[src/rtl/wb_arb_pkg.sv]
// Shared state encoding and bus/owner widths for the Wishbone round-robin arbiter.
package wb_arb_pkg;
   localparam int WB_ADR_MSB  = 15;
   localparam int WB_DAT_MSB  = 15;
   localparam int MAX_MASTERS = 8;
   localparam int OWNER_W     = 3;

   typedef enum logic [1:0] {
      IDLE     = 2'd0,
      GRANT    = 2'd1,
      HANDOVER = 2'd2
   } arb_state_t;
endpackage

[src/rtl/rr_priority_picker.sv]
// Round-robin picker: first eligible requester after last_owner, wrapping modulo N.
// Purely combinational, zero latency; it never stalls and holds no state.
module rr_priority_picker
   import wb_arb_pkg::*;
#(
   parameter int N = 4
) (
   input  logic [N-1:0]       req,
   input  logic [N-1:0]       elig,
   input  logic [OWNER_W-1:0] last_owner,
   output logic               pick_vld,
   output logic [OWNER_W-1:0] pick_idx
);
   logic [MAX_MASTERS-1:0] cand;
   logic [OWNER_W:0]       slot;

   always_comb begin
      cand        = '0;
      cand[N-1:0] = req & elig;
      slot        = '0;
      pick_vld    = 1'b0;
      pick_idx    = '0;
      for (int i = 1; i <= N; i++) begin
         slot = {1'b0, last_owner} + (OWNER_W+1)'(i);
         if (slot >= (OWNER_W+1)'(N))
            slot = slot - (OWNER_W+1)'(N);
         if (!pick_vld && cand[slot[OWNER_W-1:0]]) begin
            pick_vld = 1'b1;
            pick_idx = slot[OWNER_W-1:0];
         end
      end
   end
endmodule

[src/rtl/wb_round_robin_arbiter.sv]
// Round-robin Wishbone arbiter: grant 1 cycle after CYC, one HANDOVER cycle between tenures.
// Non-owners are held off with STALL=1; the slave's STALL/ACK reach the owner only.
module wb_round_robin_arbiter
   import wb_arb_pkg::*;
#(
   parameter int          WISHBONE_DATAWIDTH    = WB_DAT_MSB,
   parameter int          WISHBONE_ADDRESSWIDTH = WB_ADR_MSB,
   parameter int          NUM_MASTERS           = 4,
   parameter int unsigned TIMEOUT_CYCLES        = 1023
) (
   input  logic                                               CLK_I,
   input  logic                                               RST_N_I,
   input  logic [NUM_MASTERS-1:0]                             M_CYC_I,
   input  logic [NUM_MASTERS-1:0]                             M_STB_I,
   input  logic [NUM_MASTERS-1:0]                             M_WE_I,
   input  logic [NUM_MASTERS*(WISHBONE_ADDRESSWIDTH+1)-1:0]   M_ADR_I,
   input  logic [NUM_MASTERS*(WISHBONE_DATAWIDTH+1)-1:0]      M_DAT_I,
   output logic [NUM_MASTERS-1:0]                             M_GNT_O,
   output logic [NUM_MASTERS-1:0]                             M_ACK_O,
   output logic [NUM_MASTERS-1:0]                             M_STALL_O,
   output logic [WISHBONE_DATAWIDTH:0]                        M_DAT_O,
   output logic                                               S_CYC_O,
   output logic                                               S_STB_O,
   output logic                                               S_WE_O,
   output logic [WISHBONE_ADDRESSWIDTH:0]                     S_ADR_O,
   output logic [WISHBONE_DATAWIDTH:0]                        S_DAT_O,
   input  logic [WISHBONE_DATAWIDTH:0]                        S_DAT_I,
   input  logic                                               S_ACK_I,
   input  logic                                               S_STALL_I,
   output logic [OWNER_W-1:0]                                 owner_o,
   output logic                                               timeout_o
);
   localparam int AW = WISHBONE_ADDRESSWIDTH + 1;
   localparam int DW = WISHBONE_DATAWIDTH + 1;
   localparam int TW = $clog2(TIMEOUT_CYCLES + 2);

   arb_state_t             state;
   logic [OWNER_W-1:0]     owner;
   logic [OWNER_W-1:0]     last_owner;
   logic [NUM_MASTERS-1:0] gnt_q;
   logic [NUM_MASTERS-1:0] penalty;
   logic [NUM_MASTERS-1:0] own_oh;
   logic [TW-1:0]          tenure;
   logic                   timeout_q;
   logic                   in_grant;
   logic                   owner_cyc;
   logic                   wd_expire;
   logic                   pick_vld;
   logic [OWNER_W-1:0]     pick_idx;

   // Per-master inputs padded to MAX_MASTERS so the owner index selects without width games.
   logic [MAX_MASTERS-1:0] cyc_pad, stb_pad, we_pad;
   logic [AW-1:0]          adr_arr [MAX_MASTERS];
   logic [DW-1:0]          dat_arr [MAX_MASTERS];

   for (genvar g = 0; g < MAX_MASTERS; g++) begin : g_pad
      if (g < NUM_MASTERS) begin : g_real
         assign cyc_pad[g] = M_CYC_I[g];
         assign stb_pad[g] = M_STB_I[g];
         assign we_pad[g]  = M_WE_I[g];
         assign adr_arr[g] = M_ADR_I[AW*g +: AW];
         assign dat_arr[g] = M_DAT_I[DW*g +: DW];
      end else begin : g_zero
         assign cyc_pad[g] = 1'b0;
         assign stb_pad[g] = 1'b0;
         assign we_pad[g]  = 1'b0;
         assign adr_arr[g] = '0;
         assign dat_arr[g] = '0;
      end
   end

   rr_priority_picker #(.N(NUM_MASTERS)) u_picker (
      .req        (M_CYC_I),
      .elig       (~penalty),
      .last_owner (last_owner),
      .pick_vld   (pick_vld),
      .pick_idx   (pick_idx)
   );

   assign in_grant  = (state == GRANT);
   assign owner_cyc = cyc_pad[owner];
   assign own_oh    = NUM_MASTERS'(1) << owner;
   assign wd_expire = (TIMEOUT_CYCLES != 0) && (32'(tenure) + 32'd1 == TIMEOUT_CYCLES);

   always_ff @(posedge CLK_I or negedge RST_N_I) begin
      if (!RST_N_I) begin
         state      <= IDLE;
         owner      <= '0;
         last_owner <= OWNER_W'(NUM_MASTERS - 1);
         gnt_q      <= '0;
         penalty    <= '0;
         tenure     <= '0;
         timeout_q  <= 1'b0;
      end else begin
         timeout_q <= 1'b0;
         penalty   <= penalty & M_CYC_I;
         unique case (state)
            IDLE: begin
               if (pick_vld) begin
                  state  <= GRANT;
                  owner  <= pick_idx;
                  gnt_q  <= NUM_MASTERS'(1) << pick_idx;
                  tenure <= '0;
               end
            end
            GRANT: begin
               // A release on the expiry cycle wins: no timeout pulse, no penalty.
               if (!owner_cyc) begin
                  state      <= HANDOVER;
                  gnt_q      <= '0;
                  last_owner <= owner;
               end else if (wd_expire) begin
                  state      <= HANDOVER;
                  gnt_q      <= '0;
                  last_owner <= owner;
                  timeout_q  <= 1'b1;
                  penalty    <= (penalty & M_CYC_I) | own_oh;
               end else begin
                  tenure <= tenure + TW'(1);
               end
            end
            HANDOVER: state <= IDLE;
            default:  state <= IDLE;
         endcase
      end
   end

   assign M_GNT_O   = gnt_q;
   assign M_ACK_O   = (in_grant && S_ACK_I) ? own_oh : '0;
   assign M_STALL_O = in_grant ? (~own_oh | {NUM_MASTERS{S_STALL_I}}) : '1;
   assign M_DAT_O   = S_DAT_I;
   assign S_CYC_O   = in_grant;
   assign S_STB_O   = in_grant && owner_cyc && stb_pad[owner];
   assign S_WE_O    = in_grant && owner_cyc && we_pad[owner];
   assign S_ADR_O   = in_grant ? adr_arr[owner] : '0;
   assign S_DAT_O   = in_grant ? dat_arr[owner] : '0;
   assign owner_o   = owner;
   assign timeout_o = timeout_q;
endmodule

[config.mk]
export PLATFORM = sky130hd
export DESIGN_NAME = wb_round_robin_arbiter
export DESIGN_NICKNAME = d
export VERILOG_FILES = /design/src/rtl/wb_arb_pkg.sv /design/src/rtl/rr_priority_picker.sv /design/src/rtl/wb_round_robin_arbiter.sv
export SDC_FILE = /design/constraint.sdc
export NUM_CORES = 1
export LEC_CHECK = 0
export ABC_AREA = 0
export CORE_MARGIN = 3
export CORE_UTILIZATION = 35
export CTS_BUF_LIST = sky130_fd_sc_hd__clkbuf_8
export CTS_CLUSTER_SIZE = 14
export DETAILED_ROUTE_END_ITERATION = 16
export PLACE_DENSITY_LB_ADDON = 0.15
export SYNTH_ARGS = -nofsm -noshare
export SYNTH_HDL_FRONTEND = slang
export SYNTH_SLANG_ARGS = --single-unit
[constraint.sdc]
create_clock -name CLK_I -period 3.28 [get_ports CLK_I]
set_input_delay 0.656 -clock CLK_I [delete_from_list [all_inputs] [get_ports CLK_I]]
set_output_delay 0.656 -clock CLK_I [all_outputs]
set_load 0.03 [all_outputs]
## Word-level counts from Yosys, hierarchy flattened

Cells that the tools add are included.

| word-level totals | value |
|---|---|
| register bits | 28 |
| logic and storage cells | 116 |

| operators by class | value |
|---|---|
| add/subtract/negate cells | 10 |
| magnitude comparators | 10 |
| equality and inequality tests | 7 |
| shift-type cells | 2 |
| muxes and demuxes | 56 |
| bitwise gates (word level) | 7 |
| reduce and logical (&&, ||, !) cells | 17 |

Operators by type and width:

| kind | number |
|---|---|
| binary-select mux 16 bit (select 3 bit) | 2 |
| two-way mux 16 bit | 6 |
| two-way mux 11 bit | 3 |
| two-way mux 4 bit | 8 |
| two-way mux 3 bit | 10 |
| one-hot mux 11 bit (2 select lines) | 1 |
| binary-select mux 1 bit (select 3 bit) | 7 |
| < comparator 3 x 4 -> 1 bit, second input constant | 5 |
| greater-or-equal comparator 4 x 3 -> 1 bit, second input constant | 4 |
| two-way mux 1 bit | 14 |
| adder 11 x 1 -> 12 bit, second input constant | 1 |
| == test 12 x 10 -> 1 bit, second input constant | 1 |
| subtractor 3 bit, second input constant | 4 |
| adder 11 x 1 -> 11 bit, second input constant | 1 |
| adder 3 x 2 -> 4 bit, second input constant | 2 |
| AND 4 bit | 2 |
| inverter 4 bit | 2 |
| OR 4 bit | 2 |
| one-hot mux 4 bit (2 select lines) | 1 |
| left shift 1 x 3 -> 4 bit, first input constant | 2 |
| logical AND 1 bit | 7 |
| two-way mux 2 bit | 3 |
| AND reduction 2 bit | 3 |
| adder 3 x 1 -> 4 bit, second input constant | 1 |
| other kinds (13) | 17 |

## Longest topological paths before layout

| depth | value |
|---|---|
| depth after elaboration | 18 |
| gate-level depth with buffers | 9 |

## By module

Synthesis repeated with hierarchy kept, for this count alone.

| second synthesis, totals | value |
|---|---|
| cell total of the unflattened synthesis | 305 |
| area total of the unflattened synthesis | 2957.8 um2 |

By module, submodules not included:

| module | times used | cells an instance | area an instance (um2) | sequential area each (um2) |
|---|---|---|---|---|
| wb_round_robin_arbiter | 1 | 264 | 2687.6 | 703.2 |
| rr_priority_picker | 1 | 41 | 270.3 | 0.0 |

## Worst setup path before layout

Ideal clock, no wire load.

| timing | value |
|---|---|
| path kind | register to output |
| start | register owner[0] (netlist: owner_o[0]) |
| end | output port S_ADR_O[0] |
| arrival | 1.827 ns |
| required time | 2.624 ns |
| path slack | 0.797 ns |
| stages on the path, launching flop included | 5 |
| buffers on the path | 2 |
| path through | dfrtp_1 > buf_4 > buf_2 > mux4_2 > and3_1 |

| on the way | value |
|---|---|
| word-level cells in the longest chain between the ends | 5 |

RTL lines:

| element | line | source |
|---|---|---|
| start, declared | wb_round_robin_arbiter.sv:38 | `logic [OWNER_W-1:0] owner;` |
| start signal, assigned | wb_round_robin_arbiter.sv:101 | `owner <= pick_idx;` |
| inverter 3 -> 4 bit (implied by the code) | wb_round_robin_arbiter.sv:135 | `assign S_ADR_O = in_grant ? adr_arr[owner] : '0;` |
| binary-select mux 16 bit (select 3 bit) | wb_round_robin_arbiter.sv:135 |  |
| two-way mux 16 bit (implied by the code) (2 in series) | wb_round_robin_arbiter.sv:135 |  |
| two-way mux 16 bit | wb_round_robin_arbiter.sv:135 |  |
| end, declared | wb_round_robin_arbiter.sv:25 | `output logic [WISHBONE_ADDRESSWIDTH:0] S_ADR_O,` |

No other way between the ends. The select of a mux whose other input is x is not followed.

## Worst setup path after layout

| timing | value |
|---|---|
| start | input port M_CYC_I[3] |
| end | output port S_WE_O |

| on the way | value |
|---|---|
| word-level cells in the longest chain between the ends | 4 |

RTL lines:

| element | line | source |
|---|---|---|
| start, declared | wb_round_robin_arbiter.sv:13 | `input logic [NUM_MASTERS-1:0] M_CYC_I,` |
| binary-select mux 1 bit (select 3 bit) | wb_round_robin_arbiter.sv:81 | `assign owner_cyc = cyc_pad[owner];` |
| two-way mux 1 bit (implied by the code) | wb_round_robin_arbiter.sv:81 |  |
| logical AND 1 bit (2 in series) | wb_round_robin_arbiter.sv:134 | `assign S_WE_O = in_grant && owner_cyc && we_pad[owner];` |
| end, declared | wb_round_robin_arbiter.sv:24 | `output logic S_WE_O,` |

No other way between the ends. The select of a mux whose other input is x is not followed.

==> results <==
cell type report:
cell class                      instances  area, um2  share of cell area
Sequential cell                        28      705.7              0.1403
Multi-Input combinational cell        209       1996              0.3967
Clock inverter                          1      3.754           0.0007461
Tap cell                              105      131.4             0.02611
Clock buffer                            3      41.29            0.008207
Inverter                               19      71.32             0.01418
Timing Repair Buffer                  206       2082              0.4138
worst max-delay path: cells and delay by family:
kind | cells | cell delay (ps)
buffers and inverters | 2 | 1040
multiplexers | 1 | 580
AND/OR/NAND/NOR | 1 | 200
placed cells by master (no fill, tap or decap), drive strengths merged, types with 3 or more instances in the layout:
cell	n
and3	38
mux2i	3
nand3	7
mux4	36
o211ai	3
clkdlybuf4s50	194
a31oi	5
nor2b	4
o22ai	3
inv	20
dfrtp	26
a22o	4
nand2b	8
a32o	3
nor2	11
clkbuf	3
buf	12
nand3b	3
a21oi	14
nand2	19
o32ai	4
nor3	4
ha	4
o21ai	8
state kept, by name, summed over array words and instances (netlist names):
register	flops
M_GNT_O	4
last_owner	3
owner_o	3
penalty	4
state	2
tenure	11
timeout_o	1
layer usage:
| metal | global-route usage | up-vias | routed length (um) |
|---|---|---|---|
| met5 | 0 | - | 0 |
| met4 | 0.08193 | 0 | 395 |
| met3 | 0.05449 | 36 | 769 |
| met2 | 0.4410 | 132 | 6234 |
| met1 | 0.2517 | 1522 | 3902 |
| li1 | - | 1460 | - |
stage by stage:
step | util | instance area [um2] | hold WS, ps | std cells | power [mW]
finish | 0.6092 | 5031 | 495.7 | 571 | 4.062
detailed placement | 0.6038 | 4986 | 479.4 | 567 | 3.909
global placement | 0.6038 | 4986 | 463.9 | 567 | 3.878
global route | 0.6092 | 5031 | 515.5 | 571 | 4.360
CTS | 0.6092 | 5031 | 497.2 | 571 | 4.111
floorplan | - | 2999 | 360.4 | 292 | 2.775
worst max-delay path by stage:
stage / slack, ps / to / from / cells past startpoint
global route: 90 / S_STB_O / M_CYC_I[3] / 4
finish: 140 / S_WE_O / M_CYC_I[3] / 4
floorplan: 800 / S_ADR_O[0] / owner_o[0] / 4
CTS: 140 / S_STB_O / M_CYC_I[3] / 4
detailed placement: 140 / S_STB_O / M_CYC_I[3] / 4
global placement: 150 / S_STB_O / M_CYC_I[3] / 4
cell families (layout without fill, tap and decap cells):
group	after synthesis	count (layout)	share of synthesized area
multiplexers	41	41	0.2904
flip-flops	28	28	0.2345
XOR/XNOR	1	1	0.002921
AND/OR/NAND/NOR	103	103	0.1982
buffers and inverters	55	229	0.1001
adder cells (fa/ha/maj)	4	4	0.01669
AO/OA/AOI/OAI	60	60	0.1573
where the power goes:
part / internal (mW) / total (mW) / switching, mW
combinational: 1.58 / 3.31 / 1.73
sequential: 0.436 / 0.569 / 0.132
clock: 0.0839 / 0.185 / 0.101
total: 2.10 / 4.06 / 1.96
==> run summary <==
The flow ran to the end, and the final reports show no timing, DRC or antenna violations. The total congestion overflow is 0. The die width came out at approximately 99 um. For this run, the number of Yosys warnings is 0. The largest area contributor in the netlist is sky130_fd_sc_hd__mux4_2. The number of setup buffers added after CTS is 0.

The total CTS buffers is 3. In this design, the stage delay of the slowest critical-path cell is 580 ps. After floorplanning, the core was sized to cover 8258 um2. The share of the Yosys chip area taken by registers is 0.2345.

The number of fill cells in the layout is 725. For the pin with the worst max-slew slack, the measured transition is between 400 and 500 ps. The routed design has 11300 um of wire. The area added between synthesis and finish is 67.75%. The peak clock frequency supported by timing came out at ~320 MHz. The register bit count reported by yosys came out at 28. The share of layout cells above drive strength 1 came out at 0.1524.

The number of antenna diodes in the final layout is 0. The leakage component of the power is just over 2 nW. The routed via count came out at about 3200.

The relative slew slack came out at 0.6795. The via density per instance is 5.517. The cell count after synthesis came out at approximately 290. The path class of the tightest hold or removal check is reg -> reg. The netlist area before placement is 2999 um2. The final hold violation count is 0. The startpoint identified for the worst register-to-register timing path is last_owner[0].

The final period utilization came out at 0.9578. The number of global-route vias before repair came out at 3406. The worst setup path is launched from a primary input. At the worst endpoint, the arrival time is around 2500 ps.

The time the worst path needs with I/O delays and setup came out at ~3100 ps. The data required time at the worst endpoint is 2620 ps. The initial antenna violation count is 0.

The worst hold path stage count is 1. The antenna violation net count after detailed routing is 0. The number of detailed-routing iterations run before antenna repair is 4. The count of buffers from port buffering came out at roughly 190.

The worst-case clock skew came out at between 8 and 9 ps. The commonest cells after synthesis are sky130_fd_sc_hd__and3_1, sky130_fd_sc_hd__mux4_2, sky130_fd_sc_hd__dfrtp_1, sky130_fd_sc_hd__buf_4. TritonCTS built the clock tree.

The later-pin clock latency in the skew report came out at around 270 ps. The longest clock path from root to sink contains 2 buffers. The library cell appearing most often on the critical path is sky130_fd_sc_hd__clkdlybuf4s50_1. The aggregate global-route resource usage came out at 0.2330. Setup repair after global routing left no endpoint under its margin. The final-report max-slew violation count is 0. After routing, the total negative slack on setup checks comes to 0 ps.

In the synthesized netlist the async set-or-reset flop fraction comes to 1.000. The startpoint identified for the worst hold timing path is tenure[10]. The path with the worst hold slack has its endpoint at tenure[10].

The tool flagged a number of max-cap violations equal to 0. The total number of nets in the final design came out at approximately 630. The maximum vdd drop is around 0.36 mV.

The number of nets produced by synthesis is between 400 and 500. Yosys attributes the largest share of cell area to sky130_fd_sc_hd__mux4_2, sky130_fd_sc_hd__dfrtp_1, sky130_fd_sc_hd__and3_1, sky130_fd_sc_hd__buf_4, sky130_fd_sc_hd__inv_1. In this run the clock root is driven by a sky130_fd_sc_hd__clkbuf_8.

The number of instances resized during post-cts repair is 0. The maximum fanout along the worst path is 4. Yosys mapped a number of flops with a built-in enable equal to 0. The placer congestion estimate is about 0.88. The pin count of the biggest net entering global routing is 40. The wire length per cell is 19.79 um.

The area share of the largest cell type after synthesis is 0.2703. The die height is 98.57 um. The setup path with the least slack is of type in -> out. The most used flip-flop cell after synthesis is sky130_fd_sc_hd__dfrtp_1. The cell depth of the worst flop-to-flop path is 8. The critical path endpoint category is an output port.

During I/O placement, the number of pins put on the boundary was roughly 230. The post-placement worst setup slack came out at about 140 ps. The slack of the worst reg-to-reg path came out at between 500 and 600 ps. Walking the worst path, the cells encountered are clkdlybuf4s50_1 -> mux4_2 -> and3_1 -> clkdlybuf4s50_1. The slack of the critical path is 138.5 ps. The slowest stage of the critical path belongs to the cell sky130_fd_sc_hd__mux4_2. The power density of the placed cells is 807.4 nW/um2. For this block, the initial DRC count from the detailed router was ~190. Each instance of the synthesized netlist takes up on average roughly 10 um2. The die footprint is slightly below 10000 um2. The row count is 33.

In the post-synthesis netlist, the cell with the most instances is sky130_fd_sc_hd__and3_1. The H-tree depth came out at 1. Counting distinct cell types in the post-synthesis netlist gives between 50 and 60. The count of final setup violators came out at 0. The initial core utilization came out at 0.3632. The number of hold-repair buffers added at the cts stage is 0.

The HPWL after detailed placement came out at about 9600 um. In this run the critical register-to-register path is captured at M_GNT_O[1]. Counting every sink on the clock net gives 28. Clock-pin slew was measured on the worst setup and hold paths at around 80 ps.

In the routed design, unresolved DRC markers number 0. The global-route wire length before repair came out at roughly 18000 um.
Power figures use the tool's default switching activity.
